[config.mk]
export PLATFORM = sky130hd
export DESIGN_NAME = serial_subtractor_flat
export DESIGN_NICKNAME = d
export VERILOG_FILES = /design/src/rtl/serial_subtractor_if.sv /design/src/rtl/serial_subtractor.sv /design/src/flat_wrapper.sv
export SDC_FILE = /design/constraint.sdc
export NUM_CORES = 1
export LEC_CHECK = 0
export CAP_MARGIN = 0
export CORE_AREA = 5 5 77 62
export CTS_BUF_LIST = sky130_fd_sc_hd__clkbuf_16
export DETAILED_ROUTE_END_ITERATION = 12
export DIE_AREA = 0 0 82 67
export DONT_BUFFER_PORTS = 1
export GPL_ROUTABILITY_DRIVEN = 0
export GPL_TIMING_DRIVEN = 0
export HOLD_SLACK_MARGIN = 0.05
export PLACE_DENSITY = 0.51
export SLEW_MARGIN = 40
export SYNTH_ARGS = -nofsm -noshare
export SYNTH_HDL_FRONTEND = slang
export SYNTH_SLANG_ARGS = --single-unit
[constraint.sdc]
create_clock -name clk -period 1.65 [get_ports clk]
set_clock_uncertainty 0.15 [all_clocks]
set_input_delay 0.165 -clock clk [delete_from_list [all_inputs] [get_ports clk]]
set_output_delay 0.165 -clock clk [all_outputs]
set_load 0.05 [all_outputs]
[src/rtl/serial_subtractor_if.sv]
// rtl/serial_subtractor_if.sv - operand/result handshake bundle for serial_subtractor (ovf present with SERIAL_SUB_OVF_EN)
interface serial_subtractor_if #(
  parameter int WIDTH = 8
);
  logic             start_valid;
  logic             start_ready;
  logic [WIDTH-1:0] a;
  logic [WIDTH-1:0] b;
  logic             bin;
  logic             result_valid;
  logic             result_ready;
  logic [WIDTH-1:0] diff;
  logic             bout;
`ifdef SERIAL_SUB_OVF_EN
  logic             ovf;

  modport master (
    output start_valid, a, b, bin, result_ready,
    input  start_ready, result_valid, diff, bout, ovf
  );

  modport slave (
    input  start_valid, a, b, bin, result_ready,
    output start_ready, result_valid, diff, bout, ovf
  );
`else
  modport master (
    output start_valid, a, b, bin, result_ready,
    input  start_ready, result_valid, diff, bout
  );

  modport slave (
    input  start_valid, a, b, bin, result_ready,
    output start_ready, result_valid, diff, bout
  );
`endif
endinterface

[src/rtl/serial_subtractor.sv]
// rtl/serial_subtractor.sv - bit-serial a - b - bin, LSB first, one full-subtractor cell; SERIAL_SUB_OVF_EN adds ovf
module serial_subtractor #(
  parameter int WIDTH = 8
) (
  input logic           clk,
  input logic           rst,
  serial_subtractor_if.slave bus
);

  localparam int CW = (WIDTH > 1) ? $clog2(WIDTH) : 1;
  localparam logic [CW-1:0] LAST = CW'(WIDTH - 1);

  typedef enum logic [1:0] {
    IDLE = 2'd0,
    RUN  = 2'd1,
    DONE = 2'd2
  } state_t;

  state_t           state;
  logic [WIDTH-1:0] a_sh;
  logic [WIDTH-1:0] b_sh;
  logic [WIDTH-1:0] diff_r;
  logic             bout_r;
  logic             br;
  logic [CW-1:0]    cnt;
`ifdef SERIAL_SUB_OVF_EN
  logic             ovf_r;
`endif

  logic a_i;
  logic b_i;
  logic d;
  logic br_next;

  // Single full-subtractor cell working on the current LSBs and the stored borrow
  always_comb begin
    a_i     = a_sh[0];
    b_i     = b_sh[0];
    d       = a_i ^ b_i ^ br;
    br_next = (~a_i & b_i) | (~(a_i ^ b_i) & br);
  end

  // Handshake flags come straight from the state register, so no input reaches an output
  assign bus.start_ready  = (state == IDLE);
  assign bus.result_valid = (state == DONE);
  assign bus.diff         = diff_r;
  assign bus.bout         = bout_r;
`ifdef SERIAL_SUB_OVF_EN
  assign bus.ovf          = ovf_r;
`endif

  // Control FSM and serial datapath: capture in IDLE, one bit per cycle in RUN, hold in DONE
  always_ff @(posedge clk or posedge rst) begin
    if (rst) begin
      state  <= IDLE;
      a_sh   <= '0;
      b_sh   <= '0;
      diff_r <= '0;
      bout_r <= 1'b0;
      br     <= 1'b0;
      cnt    <= '0;
`ifdef SERIAL_SUB_OVF_EN
      ovf_r  <= 1'b0;
`endif
    end else begin
      case (state)
        IDLE: begin
          if (bus.start_valid) begin
            a_sh  <= bus.a;
            b_sh  <= bus.b;
            br    <= bus.bin;
            cnt   <= '0;
            state <= RUN;
          end
        end
        RUN: begin
          diff_r <= {d, diff_r[WIDTH-1:1]};
          a_sh   <= a_sh >> 1;
          b_sh   <= b_sh >> 1;
          br     <= br_next;
          if (cnt == LAST) begin
            // br here is the borrow into the MSB; with the borrow out it gives signed overflow
            bout_r <= br_next;
`ifdef SERIAL_SUB_OVF_EN
            ovf_r  <= br ^ br_next;
`endif
            state  <= DONE;
          end else begin
            cnt <= cnt + 1'b1;
          end
        end
        DONE: begin
          if (bus.result_ready) begin
            state <= IDLE;
          end
        end
        default: state <= IDLE;
      endcase
    end
  end

endmodule
[src/flat_wrapper.sv]
// flat-port wrapper written by rule: the top's interface ports become plain ports
module serial_subtractor_flat 
#(
  parameter int WIDTH = 8
)
  (clk, rst, bus_start_valid, bus_a, bus_b, bus_bin, bus_result_ready, bus_start_ready, bus_result_valid, bus_diff, bus_bout);
  serial_subtractor_if #(.WIDTH(WIDTH)) bus_i ();
  input logic clk;
  input logic rst;
  input wire logic [$bits(bus_i.start_valid)-1:0] bus_start_valid;
  input wire logic [$bits(bus_i.a)-1:0] bus_a;
  input wire logic [$bits(bus_i.b)-1:0] bus_b;
  input wire logic [$bits(bus_i.bin)-1:0] bus_bin;
  input wire logic [$bits(bus_i.result_ready)-1:0] bus_result_ready;
  output wire logic [$bits(bus_i.start_ready)-1:0] bus_start_ready;
  output wire logic [$bits(bus_i.result_valid)-1:0] bus_result_valid;
  output wire logic [$bits(bus_i.diff)-1:0] bus_diff;
  output wire logic [$bits(bus_i.bout)-1:0] bus_bout;
  assign bus_i.start_valid = bus_start_valid;
  assign bus_i.a = bus_a;
  assign bus_i.b = bus_b;
  assign bus_i.bin = bus_bin;
  assign bus_i.result_ready = bus_result_ready;
  assign bus_start_ready = bus_i.start_ready;
  assign bus_result_valid = bus_i.result_valid;
  assign bus_diff = bus_i.diff;
  assign bus_bout = bus_i.bout;
  serial_subtractor #(.WIDTH(WIDTH)) u_core (.clk(clk), .rst(rst), .bus(bus_i));
endmodule
==> impl_metrics.py, run 1 <==
metrics = {
    "clock_network": {
        "cts_max_level": 2,
        "cts_buffer_depth": 2,
        "clkSinkCount": 31,
        "cts_tree": "built",
        "cts_buffers": 5,
        "cts.clk_slew.worst_paths_ns": 0.05,
        "cts_root_buf": "clkbuf_16",
        "cts_setup_buffers": 0,
        "clkLatencyLatePin_ns": 0.27,
    },
    "timing": {
        "post-route-min-period_ns": 1.509,
        "slew_viol_final": 0,
        "relSlewSlack": 0.5692,
        "tightest_slew_ns": 0.6453,
        "finalSetupTns_ns": 0,
        "max_freq_mhz": 662.5,
        "final-setup-viol-count": 0,
        "hold_violations": 0,
        "rsz0062_at_grt": "no",
        "period_share": 0.9148,
        "setup_ws_ns": 0.1405,
    },
    "yosys": {
        "postSynthCellCount": 133,
        "yosys_warnings": 0,
        "yosysTopAreaCell": "dfrtp_1",
        "synth_edf_count": 0,
        "yosysSeqAreaShare": 0.5304,
        "synth_fa_ha_area_frac": 0.03080,
        "synth_compound_area_frac": 0.2395,
        "synth_xor_xnor_area_share": 0,
        "synth_simple_gate_area_frac": 0.05389,
        "synthTopCellsByArea": "dfrtp_1 (53%), o22ai_1 (13%), a21oi_1 (5.8%)",
        "ys_top_cells_by_count": "dfrtp_1 (31), o22ai_1 (30), a21oi_1 (17)",
        "synth.avg_cell_area_sq_um": 11.00,
        "synth_top_area_frac": 0.5304,
        "muxShareOfSynthArea": 0.07442,
        "synth-seq-cells": 31,
        "ys_async_sr_fraction": 1.000,
        "synth_top_family_by_area": "compound AO/OA/AOI/OAI gates",
        "synth_ff_type": "dfrtp_1",
        "syn_area_sq_mm": 0.001463,
        "synth.most_common_cell": "dfrtp_1",
        "syn_nets": 157,
        "post_synth_num_cell_types": 26,
    },
    "routing": {
        "vias": 1175,
        "viasPerCell": 5.491,
        "routedWlPerCell_microns": 15.72,
        "first_iter_violations": 62,
        "drt_first_pass_iters": 4,
        "drc_errors": 0,
        "wirelength_mm": 3.365,
        "ant_nets": 0,
    },
    "cells_and_area": {
        "final_nets": 182,
        "antenna_cells": 0,
        "drive_gt1_frac": 0.1761,
        "syn2layout_area_growth_pct": 27.80,
        "fin_cells": 214,
        "fin_area_sq_mm": 0.001869,
        "final_util": 0.4788,
    },
    "grt": {
        "antenna_found_initial": 0,
        "grt_pass1_vias": 1226,
        "grt_max_degree": 32,
        "grt_pass1_wl_mm": 5.733,
        "grt-ovfl-total": 0,
        "grt_util_all_layers": 0.1413,
    },
    "worst_setup_path": {
        "r2r_cells": 5,
        "path_class": "flip-flop to primary output",
        "crit_arrival_ns": 1.19,
        "required_ns": 1.33,
        "start_kind": "flip-flop",
        "cp_max_fo": 17,
        "reg2reg_from": "u_core.cnt[0]$_DFFE_PP0P_",
        "reg2reg_slack_ns": 0.16,
        "cp-end-kind": "primary output",
        "r2r-end": "u_core.cnt[0]$_DFFE_PP0P_",
    },
    "floorplan": {
        "dieArea_sq_mm": 0.005494,
        "num_rows": 20,
        "dieHeight_microns": 67,
        "start_util": 0.3747,
        "io_pins": 32,
        "core_area_sq_mm": 0.003904,
        "die_w_microns": 82,
    },
    "power_and_ir_drop": {
        "vdd_drop_max_v": 0.0008527,
        "p_per_area_mw_per_mm2": 2154,
        "p_leak_uw": 0.0007824,
    },
    "place": {
        "port_buffers": 0,
        "place_inst": 188,
        "place_area_sq_mm": 0.001534,
        "place_hpwl_mm": 2.296,
        "preCtsSetupSlack_ns": 0.04563,
    },
    "min_path": {
        "holdPathStages": 3,
        "worstHoldStart": "bus_start_valid",
        "holdPathEnd": "u_core.b_sh[4]$_DFFE_PP0P_",
        "hold_class": "primary input to flip-flop",
    },
    "status": {
        "status": "completed",
    },
    "flow_run": {
        "drv_cap": 0,
    },
}
cell families (layout without fill, tap and decap cells):
logic type,Yosys count,in the layout
AOI/OAI and AO/OA,61,61
DFF,31,31
buffers and inverters,16,42
and+or+nand+nor,14,14
muxes,8,8
adders and majority gates,3,3
metal layers:
layer / vias up / wire [microns] / track usage
met4: 0 / 66 / 0.06846
met3: 8 / 254 / 0.04595
met1: 570 / 1475 / 0.1761
met2: 48 / 1568 / 0.2188
met5: - / 0 / 0
li1: 549 / - / -
power breakdown:
part	leakage [uW]	total, uW	internal, uW	switching, uW
clock network	0.0000701	848	541	307
logic	0.000348	1380	707	669
registers	0.000364	1800	1120	684
how the worst max path moves through the flow:
stage                                            from                        end  slack [ns]  cells after the start
after floorplan           u_core.state[1]$_DFFE_PP0P_           bus_result_valid        0.03                      3
after global placement    u_core.state[1]$_DFFE_PP0P_           bus_result_valid       -0.15                      3
after detailed placement  u_core.state[1]$_DFFE_PP0P_            bus_start_ready        0.05                      2
after CTS                   u_core.cnt[0]$_DFFE_PP0P_  u_core.cnt[2]$_DFFE_PP0P_        0.12                      5
after global routing        u_core.cnt[0]$_DFFE_PP0P_  u_core.cnt[0]$_DFFE_PP0P_      0.0006                      5
final                     u_core.state[1]$_DFFE_PP0P_           bus_result_valid        0.14                      2
stage by stage:
step / total power (uW) / hold slack, ns
after floorplan: 2853 / 0.1013
after global placement: 3069 / 0.1029
after detailed placement: 3133 / 0.03194
after CTS: 4056 / 0.1887
after global routing: 4299 / 0.2199
final: 4027 / 0.1944
registers in the layout, indices dropped and copies added, names as in the netlist:
name and count:
u_core.a_sh 8, u_core.b_sh 8, u_core.br 1, u_core.bus.bout 1, u_core.bus.diff 8, u_core.cnt 3
u_core.state 2
cells in the final DEF (no fill, tap or decap), types with 2 or more instances in the layout:
cell           synthesis  routed
inv_1                  4       4
mux2_2                 3       3
clkinv_1               1       3
a21oi_1               17      17
a22oi_1                2       2
buf_2                  4       4
o22ai_1               30      30
clkbuf_16              0       5
nor2_4                 0       2
dfrtp_1               31      31
inv_2                  1       2
ha_1                   2       2
nand2_1                4       4
nor2_1                 4       2
o21ai_0               11      10
mux2_4                 5       5
buf_4                  2       2
buf_6                  2       2
dlygate4sd3_1          0      19
what timing repair did:
item                                    4_1_cts  5_1_grt
hold buffers                                 19        0
endpoints found under the setup margin        2        1
endpoints found under the hold margin        49        0
resized for setup                             3        1
area by class of cell:
cell class / count / area [sq um]
multi-input combinational: 86 / 598.1
sequential: 31 / 775.7
clock inverter: 3 / 11.26
tap: 55 / 68.82
fill: 373 / 2034
buffer: 9 / 77.57
timing repair buffer: 19 / 190.2
clock buffer: 5 / 125.1
inverter: 6 / 22.52
worst max-delay path, stage by stage, from the launching register on:
cell and delay [ns]:
dfrtp_1 0.42, inv_2 0.18, nor2_4 0.32
Note: power is estimated with default switching activity, not from simulation.
==> run 2: changes to the inputs <==
--- a/config.mk
+++ b/config.mk
@@ -5,7 +5,7 @@
 export SDC_FILE = /design/constraint.sdc
 export NUM_CORES = 1
 export LEC_CHECK = 0
-export CAP_MARGIN = 0
+export CAP_MARGIN = 20
 export CORE_AREA = 5 5 77 62
 export CTS_BUF_LIST = sky130_fd_sc_hd__clkbuf_16
 export DETAILED_ROUTE_END_ITERATION = 12
==> results of run 2 <==
Same layout as run 1: the final DEF is identical, and so are final timing and power.
